==> src/rtl/branch_resolve_unit_if.sv <==
`default_nettype none
// ============================================================================
// Module      : branch_resolve_unit_if
// Description : Bus between the fetch/EX pipeline (master) and the branch
//               resolve unit (slave): prediction records in, resolutions in,
//               redirect/flush/predictor-update/statistics out.
// Revision    : 1.0 - initial release
// ============================================================================
interface branch_resolve_unit_if #(
  parameter int CNT_W = 16
);
  // Prediction records from fetch
  logic             pred_push;
  logic [31:0]      pred_pc;
  logic             pred_valid;
  logic             pred_taken;
  logic [31:0]      pred_target;
  logic             q_full;

  // Resolution from EX
  logic             res_valid;
  logic             res_is_branch;
  logic             res_taken;
  logic [31:0]      res_target;

  // Redirect / flush to the pipeline
  logic             redirect_valid;
  logic [31:0]      redirect_pc;
  logic             flush;

  // Predictor training bus
  logic             upd_valid;
  logic [31:0]      upd_pc;
  logic             upd_taken;
  logic [31:0]      upd_target;

  // Statistics and error status
  logic [CNT_W-1:0] branch_cnt;
  logic [CNT_W-1:0] mispred_cnt;
  logic             res_error;

  modport master (
    output pred_push, pred_pc, pred_valid, pred_taken, pred_target,
    output res_valid, res_is_branch, res_taken, res_target,
    input  q_full, redirect_valid, redirect_pc, flush,
    input  upd_valid, upd_pc, upd_taken, upd_target,
    input  branch_cnt, mispred_cnt, res_error
  );

  modport slave (
    input  pred_push, pred_pc, pred_valid, pred_taken, pred_target,
    input  res_valid, res_is_branch, res_taken, res_target,
    output q_full, redirect_valid, redirect_pc, flush,
    output upd_valid, upd_pc, upd_taken, upd_target,
    output branch_cnt, mispred_cnt, res_error
  );
endinterface
`default_nettype wire

==> src/rtl/branch_resolve_unit.sv <==
`default_nettype none
// ============================================================================
// Module      : branch_resolve_unit
// Description : Resolution side of the local branch predictor. Holds each
//               fetched instruction's prediction in an in-order queue,
//               checks it against the EX outcome, and produces a registered
//               redirect, a timed flush, predictor updates and statistics.
// Revision    : 1.0 - initial release
// ============================================================================
module branch_resolve_unit #(
  parameter int DEPTH        = 4,
  parameter int FLUSH_CYCLES = 2,
  parameter int CNT_W        = 16
) (
  input  logic                 clk,
  input  logic                 reset,
  branch_resolve_unit_if.slave bus
);

  typedef enum logic [0:0] {
    ST_RUN   = 1'b0,
    ST_FLUSH = 1'b1
  } state_t;

  localparam int PTR_W   = (DEPTH > 1) ? $clog2(DEPTH) : 1;
  localparam int CNT_Q_W = $clog2(DEPTH + 1);
  localparam int FC_W    = (FLUSH_CYCLES > 1) ? $clog2(FLUSH_CYCLES) : 1;

  localparam logic [CNT_Q_W-1:0] c_depth      = CNT_Q_W'(DEPTH);
  localparam logic [FC_W-1:0]    c_flush_init = FC_W'(FLUSH_CYCLES - 1);
  localparam logic [CNT_W-1:0]   c_cnt_max    = {CNT_W{1'b1}};

  // Queue storage
  logic [31:0]        r_q_pc     [DEPTH];
  logic               r_q_valid  [DEPTH];
  logic               r_q_taken  [DEPTH];
  logic [31:0]        r_q_target [DEPTH];
  logic [PTR_W-1:0]   r_wr_ptr;
  logic [PTR_W-1:0]   r_rd_ptr;
  logic [CNT_Q_W-1:0] r_count;

  // Control state
  state_t             r_state;
  state_t             w_state_next;
  logic [FC_W-1:0]    r_flush_cnt;
  logic [FC_W-1:0]    w_flush_cnt_next;
  logic               r_flush;
  logic               w_flush_next;

  // Registered outputs
  logic               r_redirect_valid;
  logic [31:0]        r_redirect_pc;
  logic               r_upd_valid;
  logic [31:0]        r_upd_pc;
  logic               r_upd_taken;
  logic [31:0]        r_upd_target;
  logic [CNT_W-1:0]   r_branch_cnt;
  logic [CNT_W-1:0]   r_mispred_cnt;
  logic               r_res_error;

  // Per-cycle decisions
  logic               w_full;
  logic               w_pop;
  logic               w_push;
  logic               w_mispred;
  logic               w_err_set;
  logic [31:0]        w_head_pc;
  logic               w_head_valid;
  logic               w_head_taken;
  logic [31:0]        w_head_target;
  logic [31:0]        w_correct_pc;

  assign w_full        = (r_count == c_depth);
  assign w_head_pc     = r_q_pc[r_rd_ptr];
  assign w_head_valid  = r_q_valid[r_rd_ptr];
  assign w_head_taken  = r_q_taken[r_rd_ptr];
  assign w_head_target = r_q_target[r_rd_ptr];

  // Where fetch should have gone: the real target if taken, else fall-through
  assign w_correct_pc = (bus.res_taken && bus.res_is_branch) ? bus.res_target
                                                             : (w_head_pc + 32'd4);

  // Next-state and per-cycle queue/flush decisions
  always_comb begin
    w_state_next     = r_state;
    w_flush_cnt_next = r_flush_cnt;
    w_flush_next     = r_flush;
    w_pop            = 1'b0;
    w_push           = 1'b0;
    w_mispred        = 1'b0;
    w_err_set        = 1'b0;
    case (r_state)
      ST_RUN: begin
        w_pop = bus.res_valid && (r_count != '0);
        if (w_pop) begin
          if (bus.res_is_branch) begin
            w_mispred = (!w_head_valid && bus.res_taken)
                     || (w_head_valid && (w_head_taken != bus.res_taken))
                     || (w_head_valid && w_head_taken && bus.res_taken
                         && (w_head_target != bus.res_target));
          end else begin
            w_mispred = w_head_valid && w_head_taken;
          end
        end
        // A push alongside a mispredicting pop is wrong-path and discarded
        w_push    = bus.pred_push && !w_mispred && (!w_full || w_pop);
        w_err_set = (bus.res_valid && (r_count == '0))
                 || (bus.pred_push && w_full && !w_pop);
        if (w_mispred) begin
          w_state_next     = ST_FLUSH;
          w_flush_next     = 1'b1;
          w_flush_cnt_next = c_flush_init;
        end
      end
      ST_FLUSH: begin
        if (r_flush_cnt == '0) begin
          w_state_next = ST_RUN;
          w_flush_next = 1'b0;
        end else begin
          w_flush_cnt_next = r_flush_cnt - FC_W'(1);
        end
      end
      default: begin
        w_state_next = ST_RUN;
        w_flush_next = 1'b0;
      end
    endcase
  end

  // FSM state, flush timer and flush output register
  always_ff @(posedge clk) begin
    if (reset) begin
      r_state     <= ST_RUN;
      r_flush_cnt <= '0;
      r_flush     <= 1'b0;
    end else begin
      r_state     <= w_state_next;
      r_flush_cnt <= w_flush_cnt_next;
      r_flush     <= w_flush_next;
    end
  end

  // Queue entry storage; contents only matter between the pointers
  always_ff @(posedge clk) begin
    if (!reset && w_push) begin
      r_q_pc[r_wr_ptr]     <= bus.pred_pc;
      r_q_valid[r_wr_ptr]  <= bus.pred_valid;
      r_q_taken[r_wr_ptr]  <= bus.pred_taken;
      r_q_target[r_wr_ptr] <= bus.pred_target;
    end
  end

  // Queue pointers and occupancy; a mispredict discards all younger entries
  always_ff @(posedge clk) begin
    if (reset || w_mispred) begin
      r_wr_ptr <= '0;
      r_rd_ptr <= '0;
      r_count  <= '0;
    end else begin
      if (w_push) r_wr_ptr <= r_wr_ptr + PTR_W'(1);
      if (w_pop)  r_rd_ptr <= r_rd_ptr + PTR_W'(1);
      case ({w_push, w_pop})
        2'b10:   r_count <= r_count + CNT_Q_W'(1);
        2'b01:   r_count <= r_count - CNT_Q_W'(1);
        default: r_count <= r_count;
      endcase
    end
  end

  // Redirect, predictor update, statistics and sticky error registers
  always_ff @(posedge clk) begin
    if (reset) begin
      r_redirect_valid <= 1'b0;
      r_redirect_pc    <= '0;
      r_upd_valid      <= 1'b0;
      r_upd_pc         <= '0;
      r_upd_taken      <= 1'b0;
      r_upd_target     <= '0;
      r_branch_cnt     <= '0;
      r_mispred_cnt    <= '0;
      r_res_error      <= 1'b0;
    end else begin
      r_redirect_valid <= w_mispred;
      r_upd_valid      <= w_pop && bus.res_is_branch;
      if (w_mispred) begin
        r_redirect_pc <= w_correct_pc;
        if (r_mispred_cnt != c_cnt_max) r_mispred_cnt <= r_mispred_cnt + CNT_W'(1);
      end
      if (w_pop) begin
        r_upd_pc     <= w_head_pc;
        r_upd_taken  <= bus.res_taken;
        r_upd_target <= bus.res_target;
        if (bus.res_is_branch && (r_branch_cnt != c_cnt_max))
          r_branch_cnt <= r_branch_cnt + CNT_W'(1);
      end
      if (w_err_set) r_res_error <= 1'b1;
    end
  end

  assign bus.q_full         = w_full;
  assign bus.redirect_valid = r_redirect_valid;
  assign bus.redirect_pc    = r_redirect_pc;
  assign bus.flush          = r_flush;
  assign bus.upd_valid      = r_upd_valid;
  assign bus.upd_pc         = r_upd_pc;
  assign bus.upd_taken      = r_upd_taken;
  assign bus.upd_target     = r_upd_target;
  assign bus.branch_cnt     = r_branch_cnt;
  assign bus.mispred_cnt    = r_mispred_cnt;
  assign bus.res_error      = r_res_error;

endmodule
`default_nettype wire

==> src/flat_wrapper.sv <==
// flat-port wrapper written by rule: the top's interface ports become plain ports
module branch_resolve_unit_flat 
#(
  parameter int DEPTH        = 4,
  parameter int FLUSH_CYCLES = 2,
  parameter int CNT_W        = 16
)
  (clk, reset, bus_pred_push, bus_pred_pc, bus_pred_valid, bus_pred_taken, bus_pred_target, bus_res_valid, bus_res_is_branch, bus_res_taken, bus_res_target, bus_q_full, bus_redirect_valid, bus_redirect_pc, bus_flush, bus_upd_valid, bus_upd_pc, bus_upd_taken, bus_upd_target, bus_branch_cnt, bus_mispred_cnt, bus_res_error);
  branch_resolve_unit_if #(.CNT_W(CNT_W)) bus_i ();
  input  logic clk;
  input  logic reset;
  input wire logic [$bits(bus_i.pred_push)-1:0] bus_pred_push;
  input wire logic [$bits(bus_i.pred_pc)-1:0] bus_pred_pc;
  input wire logic [$bits(bus_i.pred_valid)-1:0] bus_pred_valid;
  input wire logic [$bits(bus_i.pred_taken)-1:0] bus_pred_taken;
  input wire logic [$bits(bus_i.pred_target)-1:0] bus_pred_target;
  input wire logic [$bits(bus_i.res_valid)-1:0] bus_res_valid;
  input wire logic [$bits(bus_i.res_is_branch)-1:0] bus_res_is_branch;
  input wire logic [$bits(bus_i.res_taken)-1:0] bus_res_taken;
  input wire logic [$bits(bus_i.res_target)-1:0] bus_res_target;
  output wire logic [$bits(bus_i.q_full)-1:0] bus_q_full;
  output wire logic [$bits(bus_i.redirect_valid)-1:0] bus_redirect_valid;
  output wire logic [$bits(bus_i.redirect_pc)-1:0] bus_redirect_pc;
  output wire logic [$bits(bus_i.flush)-1:0] bus_flush;
  output wire logic [$bits(bus_i.upd_valid)-1:0] bus_upd_valid;
  output wire logic [$bits(bus_i.upd_pc)-1:0] bus_upd_pc;
  output wire logic [$bits(bus_i.upd_taken)-1:0] bus_upd_taken;
  output wire logic [$bits(bus_i.upd_target)-1:0] bus_upd_target;
  output wire logic [$bits(bus_i.branch_cnt)-1:0] bus_branch_cnt;
  output wire logic [$bits(bus_i.mispred_cnt)-1:0] bus_mispred_cnt;
  output wire logic [$bits(bus_i.res_error)-1:0] bus_res_error;
  assign bus_i.pred_push = bus_pred_push;
  assign bus_i.pred_pc = bus_pred_pc;
  assign bus_i.pred_valid = bus_pred_valid;
  assign bus_i.pred_taken = bus_pred_taken;
  assign bus_i.pred_target = bus_pred_target;
  assign bus_i.res_valid = bus_res_valid;
  assign bus_i.res_is_branch = bus_res_is_branch;
  assign bus_i.res_taken = bus_res_taken;
  assign bus_i.res_target = bus_res_target;
  assign bus_q_full = bus_i.q_full;
  assign bus_redirect_valid = bus_i.redirect_valid;
  assign bus_redirect_pc = bus_i.redirect_pc;
  assign bus_flush = bus_i.flush;
  assign bus_upd_valid = bus_i.upd_valid;
  assign bus_upd_pc = bus_i.upd_pc;
  assign bus_upd_taken = bus_i.upd_taken;
  assign bus_upd_target = bus_i.upd_target;
  assign bus_branch_cnt = bus_i.branch_cnt;
  assign bus_mispred_cnt = bus_i.mispred_cnt;
  assign bus_res_error = bus_i.res_error;
  branch_resolve_unit #(.DEPTH(DEPTH), .FLUSH_CYCLES(FLUSH_CYCLES), .CNT_W(CNT_W)) u_core (.clk(clk), .reset(reset), .bus(bus_i));
endmodule
==> config.mk <==
export PLATFORM = sky130hd
export DESIGN_NAME = branch_resolve_unit_flat
export DESIGN_NICKNAME = d
export VERILOG_FILES = /design/src/rtl/branch_resolve_unit_if.sv /design/src/rtl/branch_resolve_unit.sv /design/src/flat_wrapper.sv
export SDC_FILE = /design/constraint.sdc
export NUM_CORES = 1
export LEC_CHECK = 0
export CAP_MARGIN = 20
export CORE_MARGIN = 5
export CORE_UTILIZATION = 35
export DETAILED_ROUTE_END_ITERATION = 10
export GPL_ROUTABILITY_DRIVEN = 0
export HOLD_SLACK_MARGIN = 0.03
export PLACE_DENSITY_LB_ADDON = 0.3
export SLEW_MARGIN = 20
export SYNTH_ARGS = -nofsm -noshare
export SYNTH_HDL_FRONTEND = slang
export SYNTH_SLANG_ARGS = --single-unit
==> constraint.sdc <==
create_clock -name clk -period 14.1 [get_ports clk]
set_clock_uncertainty 0.2 [all_clocks]
set_input_delay 2.82 -clock clk [delete_from_list [all_inputs] [get_ports clk]]
set_output_delay 2.82 -clock clk [all_outputs]
set_load 0.005 [all_outputs]
==> metrics.md, run 1 <==
| Metric | Value |
|---|---|
| Total Die Area | `roughly 52,000 sq um` |
| IO Pins | `238` |
| Die Height | `roughly 230 um` |
| Final Critical Period | `about 6.5 ns` |
| Routed len/inst | `22.5 um` |
| Drt via density | `between 5 and 6` |
| Register area share after synthesis | `65.2%` |
| Post-CTS Resized | `0` |
| Fmax | `154 MHz` |
| Worst Min Path Start | `u_core.bus.redirect_pc[18]$_SDFFE_PP0P_` |
| Worst-Margin Slew | `1.04 ns` |
| Post-route ant nets | `0` |
| Die X | `approximately 230 um` |
| Final WS setup | `7.59 ns` |
| DRC errors left | `0` |
| Hold Crit Class | `reg2reg` |
| Max-cap violations | `0` |
| R2r setup slk | `between 8 and 9 ns` |
| Cells on worst reg2reg path | `9` |
| Synth Cell Area | `16,600 sq um` |
| Global Route Usage Sum | `17.8%` |
| Worst setup path startpoint | `bus_res_is_branch` |
| CTS H-tree depth | `2` |
| Hold Path End | `u_core.bus.redirect_pc[18]$_SDFFE_PP0P_` |
| CTS Buf Count | `45` |
| CP Capture Type | `flop` |
| Final Routed Wirelength | `47.1 mm` |
| Max FO, Critical Path | `39` |
| CTS tree | `built` |
| Number of global-route vias before repair | `10,700` |
| Hold depth | `2` |
| Layout Nets | `around 1,600` |
| Grt ovf | `0` |
| Hold Vio Cnt, Final | `0` |
| Via count | `between 10,000 and 15,000` |
| Clk buf depth | `3` |
| First-pass DRT Iterations | `7` |
| Tcrit/Tclk final | `46.2%` |
| Seq cells post-synth | `408` |
| Min Hold Slack | `0.252 ns` |
| Initial antenna violation count | `0` |
| Clock Sinks | `408` |
| WP data arrival | `6.51 ns` |
| Power per cell area | `~170 nW/um^2` |
| R2R Path End | `u_core.r_q_target[3][21]$_DFFE_PP_` |
| Maximum VDD drop | `84.4 uV` |
| Leakage | `6.73 nW` |
| Post-DP HPWL | `32.6 mm` |
| Nature of the critical path startpoint | `input port` |
| FP Rows | `79` |
| Mean post-synth cell area | `between 10 and 15 sq um` |
| First-pass GRT wire length | `68.9 mm` |
| Ratio of cells with drive above 1 in the final layout | `between 10% and 20%` |
| Pins Over Slew Limit | `0` |
| Status | `completed` |
| I/O Buffers | `between 200 and 250` |
| Setup WS pre-CTS | `6.98 ns` |
| Count of cell types in the netlist | `70` |
| Synth warn | `0` |
| Async S/R FF share, synth | `0%` |
| Unrepaired setup endpoints after global routing | `no` |
| Crit Path Class | `in2reg` |
| Largest net degree at the start of global routing | `87` |
| Clock transition at path regs | `0.06 ns` |
| Worst path required time | `14.10 ns` |
| Placeable Area | `46,700 sq um` |
| Postcts setup bufs | `0` |
| Final Setup Violations | `0` |
| Synth Instances | `1,220` |
| Total negative slack | `0 ns` |
| Layout area overhead | `26.1%` |
| Hold_buf cts | `0` |
| Starting DRT DRC Count | `about 840` |
| Initial core utilization | `35.5%` |
| Root buffer cell | `clkbuf_16` |
| Antenna diode count | `0` |
| EDFF count, synth | `264` |
| Most used DFF post-synth | `edfxtp_1` |
| Slew headroom | `30.6%` |
| Worst-Skew Late Latency | `0.58 ns` |
| Net Count, Synth | `1,333` |
-- final cells by class --
type | instances | area (sq um)
inverter | 21 | 78.8
fill | 4291 | 25800
timing repair buffer | 249 | 2460
clock buffer | 62 | 1270
sequential | 408 | 10800
clock inverter | 21 | 231
tap | 607 | 759
multi-input combinational | 726 | 5280
-- registers in the layout (all words and copies together), names as in the netlist, 3 cells and up, named ones only --
| name | flops |
|---|---|
| u_core.r_q_pc | 128 |
| u_core.r_q_target | 128 |
| u_core.bus.redirect_pc | 32 |
| u_core.bus.upd_pc | 32 |
| u_core.bus.upd_target | 32 |
| u_core.bus.branch_cnt | 16 |
| u_core.bus.mispred_cnt | 16 |
| u_core.r_q_taken | 4 |
| u_core.r_q_valid | 4 |
| u_core.r_count | 3 |
-- synth_stat cells (all sizes together), types with 4 or more instances --
library cell	n	area, sq um
nand3	16	80.1
clkbuf	33	124
xor2	26	228
buf	32	293
nand4	17	113
edfxtp	264	7930
ha	8	100
and3b	4	38.8
a2111oi	6	52.6
nand3b	5	37.5
mux4	57	1330
nor4	8	68.8
inv	20	75.1
nand2b	5	31.3
nor2b	4	25.0
and3	12	75.1
a211o	19	166
a21oi	100	500
o21ai	10	50.0
and2	8	50.1
or4	4	30.0
o31ai	7	52.6
nand2	191	717
or3	5	31.3
xnor2	48	420
nor2	79	297
o211a	4	40.0
o32ai	4	35.0
a31o	6	52.6
dfxtp	144	2880
nor3	8	45.0
mux2i	20	200
-- routing by layer --
metal / wire (um) / vias to the layer above / track usage, %
met5: 0 / - / 0
met4: 1040 / 0 / 4.92
met3: 3520 / 62 / 4.00
met2: 22000 / 377 / 28.5
met1: 20500 / 5434 / 24.6
li1: - / 4989 / -
-- worst max-delay path, cell delays in order --
cell,delay [ns]
clkdlybuf4s50_1,0.59
and2_1,0.45
o31a_1,0.21
nand4b_1,0.12
nor4_2,0.32
nand3b_1,0.12
o21ai_1,0.40
and3_2,0.77
buf_4,0.64
-- power by group --
part	switching [mW]	total, mW	internal (mW)	leakage, nW
registers	0.0907	1.51	1.42	3.57
logic	0.437	0.827	0.390	2.43
clock network	0.479	1.19	0.707	0.739
-- metrics by stage --
stage | utilization, % | instances | power [mW] | instance area (sq um)
after global routing | 44.8 | 2094 | 3.69 | 20900
after detailed placement | 41.6 | 2011 | 2.37 | 19400
after global placement | 41.6 | 2011 | 2.36 | 19400
after CTS | 44.8 | 2094 | 3.57 | 20900
final | 44.8 | 2094 | 3.52 | 20900
after floorplan | - | 1220 | 2.04 | 16600
-- cells in the final DEF, fill, tap and decap left out, types with 8 or more instances in the layout --
cell type        synthesis  final
ha_1                     8      8
nand3_1                 16     16
buf_4                    9     13
clkdlybuf4s50_1          0    236
mux4_1                  12     12
clkbuf_1                33     10
inv_1                   20     20
dfxtp_1                144    142
mux2i_1                 20     20
a211o_1                 19     19
o21ai_0                  9      9
edfxtp_1               264    264
mux4_2                  45     45
xor2_1                  26     26
a21oi_1                100    100
nor2_1                  79     79
and3_1                  12      8
and2_1                   8      8
clkbuf_16                0     46
nand4_1                 16     16
nand2_1                191    190
xnor2_1                 48     48
-- worst max-delay path by stage --
| stage | endpoint | slack, ns | cells after the start |
|---|---|---|---|
| 2_1_floorplan | u_core.r_q_pc[0][0]$_DFFE_PP_ | 7.66 | 8 |
| 3_3_place_gp | u_core.r_q_taken[1]$_DFFE_PP_ | 7.00 | 9 |
| 3_5_place_dp | u_core.r_q_target[1][19]$_DFFE_PP_ | 6.98 | 9 |
| 4_1_cts | u_core.r_q_target[0][22]$_DFFE_PP_ | 7.58 | 9 |
| 5_1_grt | u_core.r_q_target[0][13]$_DFFE_PP_ | 7.37 | 9 |
| 6_report | u_core.r_q_target[3][21]$_DFFE_PP_ | 7.59 | 9 |
-- logic make-up (layout without fill, tap and decap cells) --
| logic type | after synthesis | after routing | synth area share [%] |
|---|---|---|---|
| DFF | 408 | 408 | 65.2 |
| and+or+nand+nor | 380 | 380 | 10.6 |
| AOI/OAI and AO/OA | 183 | 183 | 7.12 |
| buffers and inverters | 86 | 353 | 2.99 |
| muxes | 80 | 80 | 9.43 |
| xor gates and xnor gates | 74 | 74 | 3.91 |
| adders and majority gates | 9 | 9 | 0.725 |
No activity file was read; power rests on OpenSTA's default activity.
==> inputs of run 2 (changes only) <==
- clock period: 14.1 -> 6.3 ns (I/O delays scaled with it)
==> run 2 against run 1 <==
  * Global-route usage is 0.29 points higher
  * Count of clock-buffer cells in the layout rose by 1
  * Die area is the same
  * Sequential power rose by 130%
  * Sequential cell count is the same
  * Critical path type unchanged
  * Highest routed layer unchanged
==> metrics.md, run 2 (synthesis results as in run 1) <==
| Metric | Value |
|---|---|
| Status | `completed` |
| Grt ovf | `0` |
| Clk buf depth | `3` |
| WP data arrival | `~4.5 ns` |
| Die X | `228 um` |
| Nature of the critical path startpoint | `input port` |
| First-pass GRT wire length | `69.8 mm` |
| Initial antenna violation count | `3` |
| First-pass DRT Iterations | `5` |
| CTS tree | `built` |
| Die Height | `228 um` |
| Fill count | `approximately 4,300` |
| Final non-filler cell total | `2,103` |
| Post-route ant nets | `0` |
| Worst path slowest cell | `clkdlybuf4s50_1` |
| Postcts setup bufs | `0` |
| CTS Buf Count | `45` |
| Final core occ | `between 40% and 50%` |
| Placeable Area | `roughly 47,000 sq um` |
| Final Routed Wirelength | `47.9 mm` |
| Number of global-route vias before repair | `about 11,000` |
| Clock Sinks | `408` |
| Max FO, Critical Path | `55` |
| Commonest non-fill, non-tap cell in the layout | `edfxtp_1` |
| Post-CTS Resized | `0` |
| Commonest non-fill, non-tap cells in the layout | `264 x edfxtp_1, 236 x clkdlybuf4s50_1, 190 x nand2_1, 142 x dfxtp_1, 100 x a21oi_1` |
| Multi-input gate area | `about 5300 sq um` |
| Sequential Area | `around 11,000 sq um` |
| Hold Crit Class | `reg2reg` |
| Clock transition at path regs | `0.05 ns` |
| I/O Buffers | `237` |
| Dpl cells | `2,016` |
| Layout area overhead | `26.0%` |
| Global Route Usage Sum | `18.1%` |
| Max-cap violations | `0` |
| Final Critical Period | `~4.4 ns` |
| Slew headroom | `26.8%` |
| Worst-Skew Late Latency | `0.58 ns` |
| Worst path required time | `6.32 ns` |
| Routed len/inst | `22.8 um` |
| Largest net degree at the start of global routing | `88` |
| Placed instance area | `roughly 20,000 sq um` |
| Tcrit/Tclk final | `a little over two thirds` |
| Total Die Area | `51,800 sq um` |
| Crit Path Class | `in2reg` |
| Leakage | `6.70 nW` |
| Max stage delay on crit path | `a little under 0.6 ns` |
| DRC errors left | `0` |
| Via count | `10,900` |
| Largest registers | `u_core.r_q_pc: 128 flops, u_core.r_q_target: 128 flops` |
| Unrepaired setup endpoints after global routing | `no` |
| Hold Vio Cnt, Final | `0` |
| Hold_buf cts | `0` |
| FP Rows | `79` |
| Ratio of cells with drive above 1 in the final layout | `around 10%` |
| Power per cell area | `371 nW/um^2` |
| Pins Over Slew Limit | `0` |
| Final Setup Violations | `0` |
| Initial core utilization | `35.5%` |
| Layout Nets | `1,569` |
| Starting DRT DRC Count | `approximately 1,100` |
| CTS H-tree depth | `2` |
| Total negative slack | `0 ns` |
| Setup WS pre-CTS | `1.35 ns` |
| IO Pins | `238` |
| Final WS setup | `~1.9 ns` |
| Post-DP HPWL | `32.7 mm` |
| Worst-Margin Slew | `about 1.1 ns` |
| Maximum VDD drop | `206 uV` |
| Root buffer cell | `clkbuf_16` |
| CP Capture Type | `flop` |
| Drt via density | `about 5.2` |
| Fmax | `226 MHz` |
| Final Cell Area | `20,900 sq um` |
| Worst-path cell chain | `clkdlybuf4s50_1, xnor2_1, a2111oi_0, a31oi_1, nand4b_1, o21ai_1, and3_2, buf_12` |
run 2: cell count changes in the layout (fill, tap and decap cells not counted), moves of 3 or more:
cell and delta:
buf_12 +4, bufinv_16 -4, clkinvlp_4 +4, diode_2 +3
run 2: final timing paths:
| kind | startpoint | endpoint | slack, ns | cells after the start |
|---|---|---|---|---|
| max | bus_res_target[3] | u_core.r_q_pc[0][15]$_DFFE_PP_ | 1.87 | 8 |
| min | u_core.bus.redirect_pc[17]$_SDFFE_PP0P_ | u_core.bus.redirect_pc[17]$_SDFFE_PP0P_ | 0.25 | 2 |
| max reg2reg | flop | u_core.r_q_pc[0][15]$_DFFE_PP_ | 1.87 | 8 |
| min reg2reg | u_core.bus.redirect_pc[17]$_SDFFE_PP0P_ | u_core.bus.redirect_pc[17]$_SDFFE_PP0P_ | 0.25 | 2 |
run 2: layer usage:
layer	vias up	global-route usage, %	wire [um]
li1	5001	-	-
met1	5428	25.7	21000
met2	391	27.8	21900
met3	70	4.22	3600
met4	0	5.57	1310
met5	-	0	0
run 2: report_power, final:
part / leakage (nW) / internal, mW / total, mW / switching [mW]
Sequential: 3.57 / 3.17 / 3.40 / 0.222
Clock: 0.671 / 1.41 / 2.48 / 1.06
Combinational: 2.47 / 0.889 / 1.87 / 0.982
run 2: critical path, delay by kind of cell:
kind | cells | cell delay, ns
simple gates | 2 | 0.79
buf+inv | 2 | 0.92
xor+xnor | 1 | 0.21
compound gates | 3 | 1.16
run 2: area by class of cell:
type / instances / share of cell area (%)
Inverter: 21 / 0.378
Multi-Input combinational cell: 726 / 25.3
Antenna cell: 3 / 0.0360
Clock inverter: 21 / 0.539
Tap cell: 607 / 3.64
Sequential cell: 408 / 51.8
Timing Repair Buffer: 254 / 12.2
Clock buffer: 63 / 6.11
run 2: per-stage QoR:
stage / total power, mW / hold slack, ns
6_report: 7.74 / 0.253
2_1_floorplan: 4.57 / 0.244
3_5_place_dp: 5.35 / 0.247
4_1_cts: 7.84 / 0.255
5_1_grt: 8.12 / 0.278
3_3_place_gp: 5.33 / 0.241
==> RTL change, RTL diff (flow settings as in run 1) <==
`FLUSH_CYCLES` is set to 2 in 2 places; all go to 4.
--- a/src/rtl/branch_resolve_unit.sv
+++ b/src/rtl/branch_resolve_unit.sv
@@ -10,5 +10,5 @@
 module branch_resolve_unit #(
   parameter int DEPTH        = 4,
-  parameter int FLUSH_CYCLES = 2,
+  parameter int FLUSH_CYCLES = 4,
   parameter int CNT_W        = 16
 ) (
--- a/src/flat_wrapper.sv
+++ b/src/flat_wrapper.sv
@@ -3,5 +3,5 @@
 #(
   parameter int DEPTH        = 4,
-  parameter int FLUSH_CYCLES = 2,
+  parameter int FLUSH_CYCLES = 4,
   parameter int CNT_W        = 16
 )
Behaviour: same outputs for any inputs over 4 cycles, from zero or initial values and one cycle with reset high; that may be too few to reach the edited logic, so the function may still have changed.
==> RTL change against run 1 <==
Final cell count up 1.1%; largest cell class unchanged; utilization down 0.25 points; design area decreased by 0.77%; worst setup slack got worse by 200 ps; clock power is 7% lower; sequential cell count increased by 1; critical endpoint is now u_core.r_q_target[0][31]; largest power group unchanged; synthesized area down 0.76%; count of clock-buffer cells in the layout down 5; global-route usage is 0.10 points higher; total power about the same; routed wire length is 0.70% lower.
==> RTL change: results (changes against run 1) <==
- Cells taking the most area after synthesis: edfxtp_1, dfxtp_1, mux4_2, nand2_1, a21oi_1
- Maximum vdd drop: 0.1352 mV (+60%)
- Synth Area in Adders: 0.8065% (+0.082 points)
- Max frequency: 0.1491 GHz (-2.9%)
- Complex-gate fraction of the synthesized area: 6.847% (-0.27 points)
- Post-Route WL: 46,780 µm (-0.70%)
- Worst min path class: flop to flop
- Worst reg-to-reg path cell count: 10 (+1)
- Sequential area share after synthesis: 65.86% (+0.62 points)
- Cts bufs inserted: 44 (-2.2%)
- Fraction of layout cells with a size suffix above 1: 9.827% (-0.33 points)
- WP data arrival: 6690 ps (+180 ps)
- Netlist cell types: 59 (-16%)
- HPWL after DPL: 32,210 µm (-1.3%)
- Iteration-0 DRC Markers: 967 (+15%)
- Status: complete, no violations
- GRT Total Usage: 17.90% (+0.10 points)
- CP max stage cell: buf_4
- First-pass GRT wire length: 69,080 µm (+0.20%)
- Largest net degree at the start of global routing: 81 (-6.9%)
- Mux cell area share after synthesis: 9.145% (-0.29 points)
- Most frequent cells after synthesis: edfxtp_1, nand2_1, dfxtp_1
- Worst-path maximum fanout: 58 (+49%)
- Slowest cell delay on critical path: 720 ps (-50 ps)
- R2r setup slk: 8520 ps (-390 ps)
- Detailed Routing Iterations Pass 1: 5 (-2)
- Worst Hold Launch: u_core.bus.upd_pc[17]
- Avg Inst Size Synth: 13.22 µm² (-2.7%)
- Crit path to: u_core.r_q_target[0][31]
- Slew margin rel.: 29.99% (-0.62 points)
- Placed cells: 2,033 (+1.1%)
- Syn nets: 1,358 (+1.9%)
- Finished Layout Cells: 2,117 (+1.1%)
- Vias in the first global route: 10.74k (+0.10%)
- Initial antenna violation count: 7 (+7)
- Clk_lat worst skew: 560 ps (-20 ps)
- Detailed-route vias per instance: 5.105 (-1.6%)
- WHS: 252.4 ps (+0.4260 ps)
- Synth Area in XOR/XNOR: 3.781% (-0.13 points)
- Worst Hold End: u_core.bus.upd_pc[17]
- Post-synth EDFFs: 264 (unchanged)
- Filler instances: 4,244 (-1.1%)
-- RTL change: cell types whose count changed after synthesis, moves of 7 or more --
cell	change
xor2_1	+12
nand2_1	+24
mux4_2	+11
mux4_1	-12
a211o_1	-13
or3_1	+8
nor2_1	-25
o211ai_1	+19
nor3_1	+7
a21oi_1	+14
xnor2_1	-15
nand3_1	+11
-- RTL change: report_power, final --
part / switching (mW) / leakage, nW / internal [mW]
clock network: 0.461 / 0.684 / 0.646
logic: 0.499 / 2.38 / 0.396
registers: 0.0888 / 3.57 / 1.43
total: 1.05 / 6.63 / 2.47
-- RTL change: layout make-up --
class | instances | area [µm²] | area share [%]
multi-input cells | 745 | 5200 | 25.08
well taps | 607 | 759.5 | 3.663
repair buffers | 249 | 2460 | 11.86
clock inverters | 23 | 201.4 | 0.9715
clock buffers | 57 | 1180 | 5.690
diodes | 4 | 10.01 | 0.04827
flip-flops and latches | 409 | 10840 | 52.27
inverters | 23 | 86.33 | 0.4164
-- RTL change: worst max-delay path, delay by kind of cell --
family / cells / cell delay [ps]
and+or+nand+nor: 4 / 1470
buffers and inverters: 3 / 1440
AOI/OAI and AO/OA: 3 / 870
-- RTL change: routing by layer --
| metal | GRT usage, % | wire length (µm) | share of wire [%] | up-vias |
|---|---|---|---|---|
| met1 | 24.91 | 19980 | 43 | 5347 |
| met3 | 4.441 | 3914 | 8.4 | 62 |
| met2 | 27.60 | 21670 | 46 | 359 |
| met5 | 0 | 47 | 0.10 | - |
| li1 | - | - | - | 5033 |
| met4 | 6.035 | 1165 | 2.5 | 6 |
